**src/rtl/cereal_sched.sv**
```systemverilog
// Round-robin scheduler sharing one cereal byte serializer between N_REQ requesters.
// Latches the winner's byte, holds ser_start for a frame, pulses done, then idles for a guard gap.
module cereal_sched #(
  parameter int unsigned N_REQ        = 4,
  parameter int unsigned FRAME_CYCLES = 5000,
  parameter int unsigned GAP_CYCLES   = 16
) (
  input  logic                 sysclk,
  input  logic                 rst_n,
  input  logic [N_REQ-1:0]     req,
  input  logic [8*N_REQ-1:0]   req_data,
  output logic [N_REQ-1:0]     grant,
  output logic [N_REQ-1:0]     done,
  output logic                 busy,
  output logic                 ser_start,
  output logic [7:0]           ser_data,
  output logic [15:0]          frame_count
);

  localparam int unsigned IW   = (N_REQ > 1) ? $clog2(N_REQ) : 1;
  localparam int unsigned MAXC = (FRAME_CYCLES > GAP_CYCLES) ? FRAME_CYCLES : GAP_CYCLES;
  localparam int unsigned CW   = $clog2(MAXC + 1);
  localparam logic [CW-1:0] FRAME_LAST = CW'(FRAME_CYCLES - 1);
  localparam logic [CW-1:0] GAP_LAST   = CW'(GAP_CYCLES - 1);
  localparam logic [IW-1:0] LAST_RST   = IW'(N_REQ - 1);
  localparam logic [N_REQ-1:0] ONE_HOT0 = {{(N_REQ-1){1'b0}}, 1'b1};

  typedef enum logic [1:0] {S_IDLE, S_LOAD, S_SEND, S_GAP} state_t;

  state_t            r_state, w_nxt_state;
  logic [CW-1:0]     r_cnt, w_nxt_cnt;
  logic [IW-1:0]     r_last, w_nxt_last;
  logic [N_REQ-1:0]  r_grant, w_nxt_grant;
  logic [N_REQ-1:0]  r_done, w_nxt_done;
  logic              r_busy, w_nxt_busy;
  logic              r_ser_start, w_nxt_ser_start;
  logic [7:0]        r_ser_data, w_nxt_ser_data;
  logic [15:0]       r_frame_count, w_nxt_frame_count;

  logic              w_found;
  logic [IW-1:0]     w_win;
  int unsigned       w_idx;

  // Round-robin search starting just after the previous winner
  always_comb begin
    w_found = 1'b0;
    w_win   = r_last;
    w_idx   = 0;
    for (int unsigned off = 1; off <= N_REQ; off++) begin
      w_idx = (32'(r_last) + off) % N_REQ;
      if (!w_found && req[IW'(w_idx)]) begin
        w_found = 1'b1;
        w_win   = IW'(w_idx);
      end
    end
  end

  always_comb begin
    w_nxt_state       = r_state;
    w_nxt_cnt         = r_cnt;
    w_nxt_last        = r_last;
    w_nxt_grant       = r_grant;
    w_nxt_done        = '0;
    w_nxt_ser_start   = r_ser_start;
    w_nxt_ser_data    = r_ser_data;
    w_nxt_frame_count = r_frame_count;
    case (r_state)
      S_IDLE: begin
        if (w_found) begin
          w_nxt_grant    = ONE_HOT0 << w_win;
          w_nxt_ser_data = req_data[{w_win, 3'b000} +: 8];
          w_nxt_last     = w_win;
          w_nxt_state    = S_LOAD;
        end
      end
      S_LOAD: begin
        w_nxt_state     = S_SEND;
        w_nxt_ser_start = 1'b1;
        w_nxt_cnt       = '0;
      end
      S_SEND: begin
        if (r_cnt == FRAME_LAST) begin
          w_nxt_state       = S_GAP;
          w_nxt_ser_start   = 1'b0;
          w_nxt_grant       = '0;
          w_nxt_done        = r_grant;
          w_nxt_frame_count = r_frame_count + 16'd1;
          w_nxt_cnt         = '0;
        end else begin
          w_nxt_cnt = r_cnt + CW'(1);
        end
      end
      S_GAP: begin
        if (r_cnt == GAP_LAST) begin
          w_nxt_state = S_IDLE;
        end else begin
          w_nxt_cnt = r_cnt + CW'(1);
        end
      end
      default: w_nxt_state = S_IDLE;
    endcase
    w_nxt_busy = (w_nxt_state != S_IDLE);
  end

  always_ff @(posedge sysclk or negedge rst_n) begin
    if (!rst_n) begin
      r_state       <= S_IDLE;
      r_cnt         <= '0;
      r_last        <= LAST_RST;
      r_grant       <= '0;
      r_done        <= '0;
      r_busy        <= 1'b0;
      r_ser_start   <= 1'b0;
      r_ser_data    <= '0;
      r_frame_count <= '0;
    end else begin
      r_state       <= w_nxt_state;
      r_cnt         <= w_nxt_cnt;
      r_last        <= w_nxt_last;
      r_grant       <= w_nxt_grant;
      r_done        <= w_nxt_done;
      r_busy        <= w_nxt_busy;
      r_ser_start   <= w_nxt_ser_start;
      r_ser_data    <= w_nxt_ser_data;
      r_frame_count <= w_nxt_frame_count;
    end
  end

  assign grant       = r_grant;
  assign done        = r_done;
  assign busy        = r_busy;
  assign ser_start   = r_ser_start;
  assign ser_data    = r_ser_data;
  assign frame_count = r_frame_count;

endmodule
```
**config.mk**
```make
export PLATFORM = sky130hd
export DESIGN_NAME = cereal_sched
export DESIGN_NICKNAME = d
export VERILOG_FILES = /design/src/rtl/cereal_sched.sv
export SDC_FILE = /design/constraint.sdc
export NUM_CORES = 1
export LEC_CHECK = 0
export CAP_MARGIN = 20
export CORE_ASPECT_RATIO = 2
export CORE_MARGIN = 3
export CORE_UTILIZATION = 25
export CTS_BUF_LIST = sky130_fd_sc_hd__clkbuf_8
export CTS_CLUSTER_SIZE = 24
export DETAILED_ROUTE_END_ITERATION = 10
export HOLD_SLACK_MARGIN = 0.02
export PLACE_DENSITY_LB_ADDON = 0.15
export SKIP_LAST_GASP = 1
export SYNTH_ARGS = -nofsm -noshare
export SYNTH_HDL_FRONTEND = slang
export SYNTH_SLANG_ARGS = --single-unit
```
**constraint.sdc**
```tcl
create_clock -name sysclk -period 6 [get_ports sysclk]
set_input_delay 0.9 -clock sysclk [delete_from_list [all_inputs] [get_ports sysclk]]
set_output_delay 0.9 -clock sysclk [all_outputs]
set_load 0.02 [all_outputs]
```
# ---- After elaboration in Yosys (flattened, before gate mapping)
# Index checks and enable logic that the tools add are counted.
dict set report op_classes {
  n_addsub 6
  magnitude_cmp 4
  eq_ne 8
  n_shift 2
  n_mux 30
  n_reduce_logical 16
}
# operator n
set op_table {}
lappend op_table {{13-bit one-hot mux with 3 select lines} 1}
lappend op_table {{32-bit by 6-bit variable part select with 8-bit output} 1}
lappend op_table {{13-bit two-way mux} 2}
lappend op_table {{16-bit by 1-bit adder with 16-bit output, second input constant} 1}
lappend op_table {{4-bit two-way mux} 4}
lappend op_table {{2-bit two-way mux} 7}
lappend op_table {{13-bit by 1-bit adder with 13-bit output, second input constant} 1}
lappend op_table {{13-bit == test, second input constant} 1}
lappend op_table {{13-bit by 4-bit == test with 1-bit output, second input constant} 1}
lappend op_table {{2-bit by 3-bit less-than comparator with 1-bit output, second input constant} 4}
lappend op_table {{1-bit two-way mux} 9}
lappend op_table {{1-bit binary-select mux with 2-bit select} 4}
lappend op_table {{2-bit one-hot mux with 4 select lines} 1}
lappend op_table {{4-bit one-hot mux with 2 select lines} 1}
lappend op_table {{2-bit AND reduction} 4}
lappend op_table {{2-bit inequality test, second input constant} 3}
lappend op_table {{2-bit nonzero test} 3}
lappend op_table {{2-bit by 1-bit adder with 2-bit output, second input constant} 2}
lappend op_table {{2-bit adder, second input constant} 2}
lappend op_table {{2-bit == test, second input constant} 2}
lappend op_table {{1-bit by 2-bit << shifter with 4-bit output, first input constant} 1}
lappend op_table {{1-bit logical AND} 3}
lappend op_table {{1-bit logical NOT} 3}
lappend op_table {{3-bit AND reduction} 1}
lappend op_table {{4 further kinds} 4}
dict set report totals {
  reg_bits 51
  input_bits 38
  out_inout_bits 34
  word_cells 75
}

# ---- Depth between registers and ports, before layout
# Gate-level depths: netlist (run 1).
dict set report logic_depth {
  depth_word 16
  mapped_depth 8
  ltp_nobuf 6
}

# ---- Worst setup path after synthesis (run 1)
# Ideal clock, no wire load.
dict set report synth_timing {
  path_kind {input port to flip-flop}
  startpoint {input req[3]}
  endpoint {register r_ser_data[0], in the netlist ser_data[0]}
  setup_time_ns 0.147
  arrival_ns 2.076
  t_required_ns 5.853
  slack_ns 3.777
  cell_stages 7
  path_buffers 2
  path_cell_list {nor2b_1 -> o21a_1 -> clkbuf_1 -> nor3_2 -> buf_4 -> mux2i_1 -> o211ai_1}
}
dict set report synth_between {
  elab_chain_len 13
  word_cells_on_any_way 24
  cone_classes {1 x shift; 16 x mux; 7 x reduce/logical}
}
# item line
set synth_lines {}
lappend synth_lines {{from (decl)} 10} ;# input logic [N_REQ-1:0] req,
lappend synth_lines {{1-bit binary-select mux with 2-bit select} 51} ;# if (!w_found && req[IW'(w_idx)]) begin
lappend synth_lines {{1-bit two-way mux (implied by the code)} 51}
lappend synth_lines {{1-bit two-way mux} 51}
lappend synth_lines {{1-bit logical NOT} 51}
lappend synth_lines {{1-bit logical AND} 51}
lappend synth_lines {{1-bit two-way mux} 51}
lappend synth_lines {{1-bit logical NOT} 51}
lappend synth_lines {{1-bit logical AND} 51}
lappend synth_lines {{1-bit two-way mux} 51}
lappend synth_lines {{1-bit logical NOT} 51}
lappend synth_lines {{1-bit logical AND} 51}
lappend synth_lines {{2-bit two-way mux / 1-bit two-way mux (equally long branches)} 51}
lappend synth_lines {{32-bit by 6-bit variable part select with 8-bit output / 2-bit AND reduction (equally long branches)} -}
lappend synth_lines {{to (signal assigned)} 124} ;# r_ser_data <= w_nxt_ser_data;
lappend synth_lines {{to (decl)} 37} ;# logic [7:0] r_ser_data, w_nxt_ser_data;
# Parallel ways exist; a longest one is shown, timed or not. The select of a mux whose other input is x is not followed.
# A chain may end at the register's enable or synchronous reset.

# ---- Final worst setup path (run 1)
dict set report layout_timing {
  startpoint {input req[2]}
  endpoint {register r_ser_data[1], in the netlist ser_data[1]}
}
# Same word-level chain as after synthesis.

==> out/qor.yml, run 1 <==
logic_synthesis:
  asyncSetResetFlopFracSynth_pct: 100
  synthesis.area_per_instance_sq_um: 10.1
  synth_area_sq_um: 2690
  synth_nets: 307
  post_synth_edffs: 0
  ys_ff_latch: 51
  synth_top_flop_cell: "sky130_fd_sc_hd__dfrtp_1"
  ys_seq_area_share_pct: 47.5
  netlist_instances: 267
  yosysWarnings: 0
  synth.lib_cells_used.distinct: 51
grt:
  maximum_number_of_pins_on_one_net_before_global_route_repair: 52
  grt_first_pass_wirelength_mm: 11.8
  grt_remaining_overflow: 0
  antenna_found_initial: 0
  first_global_vias: 2411
  groute.usage.overall_pct: 12.4
setup_path:
  r2r-start: "r_cnt[0]$_DFFE_PN0P_"
  critPathCaptureType: "register"
  cpMaxStageDelayCell: "sky130_fd_sc_hd__o21ai_1"
  timing.critical_path.required_ns: 6.16
  critical_path.startpoint: "req[2]"
  path_max_fanout: 10
  crit_path_start_kind: "primary input"
  worst-path-buf-inv: 3
  worstPathArrival_ns: 3.17
  series_of_cell_instances_along_the_critical_path: "clkdlybuf4s50_1 -> or2_2 -> o31ai_2 -> buf_4 -> inv_1 -> o21ai_1 -> o211ai_1"
  path_class: "primary input to register"
  critPathTopFamily: "compound AO/OA/AOI/OAI gates"
  max_stage_delay_ns: 0.48
cells_and_area:
  final.fill_count: 1102
  nNetsFinal: 375
  post_route_cells_drive_above_1_share_pct: 10.1
  final_core_util_pct: 34.5
  area_growth_synth_to_finish_pct: 34.5
  antenna_cells_inserted: 0
detailed_routing:
  routed-via-count: 2300
  ant_nets: 0
  routed_wirelength_mm: 7.28
  drt_drc_violations_left: 0
  number_of_vias_per_cell: 4.86
  drt_pass1_iterations: 4
  drt-wirelength-per-cell_um: 15.4
  drt_iter0_drc: 113
die:
  placeableCoreArea_sq_um: 10500
  die_h_um: 153
  die-area_sq_um: 12100
  io_pins: 72
  initial_core_util_pct: 25.7
  die-width_um: 79.4
  num_rows: 53
pwr:
  intPower_mw: 0.467
  netSwitchingFraction_pct: 24.0
  design_power_total_mw: 0.614
  power_leakage_nw: 1.51
  ir_drop_uv: 81.0
  total_switching_power_mw: 0.147
  power.density_nw_per_um2: 170
  pwr-share-comb_pct: 8.2
  clock_power_share_pct: 35.9
  sequentialPowerShare_pct: 56.0
sta:
  setup_violations: 0
  final-max-slew-violation-count: 0
  worst_slew_pin_slew_ns: 0.900
  finalWorstPathRequiredPeriod_ns: 3.01
  whs_ns: 0.485
  rsz_0062_raised_after_global_routing: "no"
  timing.final.ws_setup_ns: 2.99
  fmax_achieved_mhz: 332
  hold_viol: 0
  setup_tns_ns: 0
  final.period_utilization_pct: 50.2
  max-slew-margin-rel_pct: 39.6
  skew_ns: 0.00907
place:
  pre_cts_ws_ns: 2.36
  hpwl_mm: 5.45
  gp_congestion: 0.868
  port-buffer-count: 71
flow_run:
  max-cap-violations: 0
clocking:
  cts-hold-fix-buffers: 0
  clock_edge_transition_at_the_registers_on_the_reported_setup_and_hold_paths_ns: 0.10
  worst_skew_pair.late_latency_ns: 0.32
  post_cts_resize_count: 0
  cts_h_tree_depth: 2
  cts.root.buffer_cell: "sky130_fd_sc_hd__clkbuf_8"
  tritoncts_clock_tree: "done"
  cts_buf_count: 5
  cts.path.max_buffers: 2
  cts.sink_count: 51
  post-cts-setup-buffers: 0
hold_path:
  hold_path_startpoint: "frame_count[15]$_DFFE_PN0P_"
  hp-class: "register to register"
status:
  run_status: "finished clean"
## synth_stat cells (3+ instances only)
library cell	instances	area, sq um
sky130_fd_sc_hd__o31ai_1	13	97.6
sky130_fd_sc_hd__mux2i_1	8	80.1
sky130_fd_sc_hd__inv_1	5	18.8
sky130_fd_sc_hd__xnor2_1	10	87.6
sky130_fd_sc_hd__nand2_1	30	113
sky130_fd_sc_hd__nand2b_1	3	18.8
sky130_fd_sc_hd__a31oi_1	3	18.8
sky130_fd_sc_hd__nor2b_1	3	18.8
sky130_fd_sc_hd__dfrtp_1	49	1230
sky130_fd_sc_hd__nor2_1	12	45.0
sky130_fd_sc_hd__a21oi_1	3	15.0
sky130_fd_sc_hd__a21bo_2	8	80.1
sky130_fd_sc_hd__nor3_2	3	30.0
sky130_fd_sc_hd__nor3_1	4	20.0
sky130_fd_sc_hd__nand3_1	15	75.1
sky130_fd_sc_hd__nand4_1	12	75.1
sky130_fd_sc_hd__and2_1	5	31.3
sky130_fd_sc_hd__xor2_1	5	43.8
sky130_fd_sc_hd__a21o_1	4	30.0
sky130_fd_sc_hd__o21ai_0	13	65.1
sky130_fd_sc_hd__buf_2	4	20.0
sky130_fd_sc_hd__nor4_1	3	18.8
sky130_fd_sc_hd__o211ai_1	9	67.6
sky130_fd_sc_hd__buf_1	3	11.3
sky130_fd_sc_hd__clkbuf_1	3	11.3
sky130_fd_sc_hd__and3_1	4	25.0
## stage by stage
step / instances / instance area (sq um)
floorplan: 267 / 2690
global placement: 462 / 3490
detailed placement: 462 / 3490
CTS: 470 / 3590
global route: 473 / 3620
finish: 473 / 3620
## cells in the final DEF (no fill, tap or decap), drive strengths merged, types with 2 or more instances in the layout
master	synthesis	final
clkdlybuf4s50	0	70
dfrtp	49	49
nand2	30	30
nand3	15	15
o21ai	15	15
o31ai	14	14
nand4	13	13
nor2	12	12
xnor2	10	10
o211ai	9	9
mux2i	8	8
a21bo	8	8
nor3	7	7
clkbuf	3	6
inv	5	5
and2	5	5
xor2	5	5
buf	11	5
and3	4	4
a21o	4	4
nor4	3	3
nand2b	3	3
a21oi	3	3
nor2b	3	3
a31oi	3	3
nor3b	3	3
a22o	2	2
o22ai	2	2
ha	2	2
dfstp	2	2
or2	2	2
o41ai	2	2
## routing by layer
layer / vias up / track usage [%] / share of wire, %
met5: - / 0 / 0
met2: 78 / 23.3 / 55
met3: 13 / 2.49 / 4.5
met4: 0 / 5.82 / 2.7
li1: 1113 / - / -
met1: 1096 / 12.6 / 38
## registers in the layout, indices dropped and copies added (netlist names)
name / cells
r_last: 2
ser_start: 1
grant: 4
r_state: 2
frame_count: 16
busy: 1
done: 4
r_cnt: 13
ser_data: 8
## power groups by stage
stage	Sequential [mW]	Clock, mW	Combinational, mW
after floorplan	0.350	0	0.0143
after global placement	0.350	0	0.0497
after detailed placement	0.350	0	0.0499
after CTS	0.344	0.231	0.0501
after global routing	0.344	0.239	0.0548
final	0.344	0.220	0.0501
## final cells by class
cell class	instances	area, sq um	area share (%)
Clock buffer	6	82.6	2.28
Clock inverter	2	16.3	0.450
Inverter	5	18.8	0.519
Multi-Input combinational cell	197	1310	36.3
Sequential cell	51	1280	35.4
Tap cell	137	171	4.74
Timing Repair Buffer	75	737	20.4
## worst register-to-register path, stage by stage (launching register included)
cell and delay (ns):
sky130_fd_sc_hd__dfrtp_1 0.41, sky130_fd_sc_hd__ha_1 0.24, sky130_fd_sc_hd__nor4bb_4 0.30, sky130_fd_sc_hd__nand4_2 0.24, sky130_fd_sc_hd__nor2_1 0.72, sky130_fd_sc_hd__nor2_1 0.27
sky130_fd_sc_hd__a22o_1 0.30
## kinds of logic after synthesis
family | synth area share (%)
AOI/OAI and AO/OA | 17.7
xor gates and xnor gates | 4.88
adders and majority gates | 0.930
buffers and inverters | 3.67
DFF | 47.5
muxes | 3.40
and+or+nand+nor | 21.9
## path summary, 6_finish.rpt
check	to	slack, ns	cells after the start
max	ser_data[1]$_DFFE_PN0P_	2.99	7
min	frame_count[15]$_DFFE_PN0P_	0.48	1
max reg2reg	grant[3]$_DFFE_PN0P_	3.44	6
min reg2reg	frame_count[15]$_DFFE_PN0P_	0.48	1
max in group asynchronous	r_cnt[11]$_DFFE_PN0P_	4.84	2
min in group asynchronous	done[3]$_DFF_PN0_	0.68	2
Note: power is estimated with default switching activity, not from simulation.
==> run 2, diff against run 1 <==
clock period = 2.8 ns   (was 6 ns; I/O delays follow)
==> out/qor.yml, run 2 (same netlist as run 1, synthesis figures left out) <==
die:
  die-area_sq_um: 12100
  num_rows: 53
  io_pins: 72
  die_h_um: 153
  placeableCoreArea_sq_um: 10500
  die-width_um: 79.4
  initial_core_util_pct: 25.7
grt:
  grt_remaining_overflow: 0
  groute.usage.overall_pct: 12.8
  maximum_number_of_pins_on_one_net_before_global_route_repair: 22
  first_global_vias: 2414
  antenna_found_initial: 0
  grt_first_pass_wirelength_mm: 12.2
place:
  port-buffer-count: 71
  gp_congestion: 0.797
  hpwl_mm: 5.92
hold_path:
  end_point_of_the_most_critical_hold_path: "frame_count[15]$_DFFE_PN0P_"
  hold_path_startpoint: "frame_count[15]$_DFFE_PN0P_"
  hp-class: "register to register"
  whs_path_depth: 1
clocking:
  cts.root.buffer_cell: "sky130_fd_sc_hd__clkbuf_8"
  post_cts_resize_count: 0
  cts_buf_count: 5
  tritoncts_clock_tree: "done"
  worst_skew_pair.late_latency_ns: 0.31
  cts.sink_count: 51
  clock_edge_transition_at_the_registers_on_the_reported_setup_and_hold_paths_ns: 0.10
  cts.path.max_buffers: 2
  post-cts-setup-buffers: 0
  cts_h_tree_depth: 2
setup_path:
  critical_path.reg2reg.endpoint: "r_cnt[4]$_DFFE_PN0P_"
  timing.critical_path.required_ns: 3.05
  r2r-start: "r_cnt[0]$_DFFE_PN0P_"
  worstPathArrival_ns: 2.42
  critPathCaptureType: "register"
  reg2regPathDepth: 7
  path_max_fanout: 11
  ff2ff_setup_slack_ns: 0.63
  critical_path.startpoint: "r_cnt[0]$_DFFE_PN0P_"
  path_class: "register to register"
  crit_path_start_kind: "register"
sta:
  setup_tns_ns: 0
  finalWorstPathRequiredPeriod_ns: 2.17
  whs_ns: 0.485
  final-max-slew-violation-count: 0
  hold_viol: 0
  skew_ns: 0.00957
  max-slew-margin-rel_pct: 50.5
  setup_violations: 0
  rsz_0062_raised_after_global_routing: "no"
  final.period_utilization_pct: 77.7
  fmax_achieved_mhz: 460
  worst_slew_pin_slew_ns: 0.743
pwr:
  power.density_nw_per_um2: 355
  total_switching_power_mw: 0.306
  power_leakage_nw: 1.54
  netSwitchingFraction_pct: 23.4
  sequentialPowerShare_pct: 56.3
  ir_drop_uv: 155
  pwr-share-comb_pct: 8.3
  intPower_mw: 1.00
  design_power_total_mw: 1.31
  clock_power_share_pct: 35.4
detailed_routing:
  routed_wirelength_mm: 7.53
  drt-wirelength-per-cell_um: 15.7
  ant_nets: 0
  drt_drc_violations_left: 0
  routed-via-count: 2260
  drt_pass1_iterations: 4
  drt_iter0_drc: 80
  number_of_vias_per_cell: 4.70
cells_and_area:
  antenna_cells_inserted: 0
  area_growth_synth_to_finish_pct: 36.7
  post_route_cells_drive_above_1_share_pct: 11.9
  multi_input_area_sq_um: 1310
  final.fill_count: 1146
  storage_cell_area_sq_um: 1280
  nNetsFinal: 383
  largest_reg_flops: 16
  mostFrequentLayoutCells: "sky130_fd_sc_hd__clkdlybuf4s50_1 (70), sky130_fd_sc_hd__dfrtp_1 (49), sky130_fd_sc_hd__nand2_1 (30)"
  final_core_util_pct: 35.1
  layout.cells.most_common: "sky130_fd_sc_hd__clkdlybuf4s50_1"
status:
  run_status: "finished clean"
flow_run:
  max-cap-violations: 0
[run 2: cell types whose count changed in the layout (fill, tap and decap cells not counted)]
cell and change:
sky130_fd_sc_hd__dlygate4sd3_1 +1, sky130_fd_sc_hd__buf_2 -1, sky130_fd_sc_hd__buf_4 +9, sky130_fd_sc_hd__buf_6 -1
[run 2: timing repair]
action	4_1_cts	5_1_grt
setup endpoints to repair	0	0
hold buffers	1	0
endpoints found under the hold margin	12	0
[run 2: worst max-delay path by stage]
| stage | end | slack, ns | cells after the start |
|---|---|---|---|
| 2_1_floorplan | r_cnt[6]$_DFFE_PN0P_ | 0.82 | 8 |
| 3_3_place_gp | ser_data[6]$_DFFE_PN0P_ | 0.48 | 7 |
| 3_5_place_dp | ser_data[4]$_DFFE_PN0P_ | 0.43 | 7 |
| 4_1_cts | r_cnt[4]$_DFFE_PN0P_ | 0.60 | 7 |
| 5_1_grt | r_cnt[0]$_DFFE_PN0P_ | 0.50 | 5 |
| 6_report | r_cnt[4]$_DFFE_PN0P_ | 0.63 | 7 |
[run 2: routing by layer]
layer,vias to the layer above,global-route usage (%),wire [um]
met5,-,0,0
met4,0,4.59,109
met3,5,2.66,362
met2,65,25.1,4370
met1,1059,12.7,2690
li1,1131,-,-
[run 2: power groups by stage]
stage               Sequential [mW]  Clock [mW]  Combinational, mW
floorplan                     0.751           0             0.0306
detailed placement            0.751           0              0.110
global placement              0.750           0              0.109
global route                  0.736       0.518              0.119
CTS                           0.736       0.490              0.111
finish                        0.736       0.463              0.109
[run 2: worst max-delay path, cell delays in order, from the launching register on]
cell	delay, ns
sky130_fd_sc_hd__dfrtp_1	0.43
sky130_fd_sc_hd__ha_1	0.26
sky130_fd_sc_hd__nor4bb_4	0.18
sky130_fd_sc_hd__and4_1	0.20
sky130_fd_sc_hd__a21o_1	0.25
sky130_fd_sc_hd__buf_4	0.21
sky130_fd_sc_hd__or4_1	0.50
sky130_fd_sc_hd__nand3_1	0.09
[run 2: per-stage QoR]
step	setup slack, ns	std cells	instance area [sq um]
final	0.625	481	3680
after global routing	0.499	481	3680
after CTS	0.599	481	3680
after detailed placement	0.433	472	3570
after global placement	0.478	472	3570
after floorplan	0.816	267	2690
[run 2: layout make-up]
class | instances | area share [%]
clock buffer | 6 | 2.24
clock inverter | 2 | 0.442
inverter | 5 | 0.510
multi-input combinational | 197 | 35.7
sequential | 51 | 34.8
tap | 137 | 4.66
timing repair buffer | 83 | 21.7
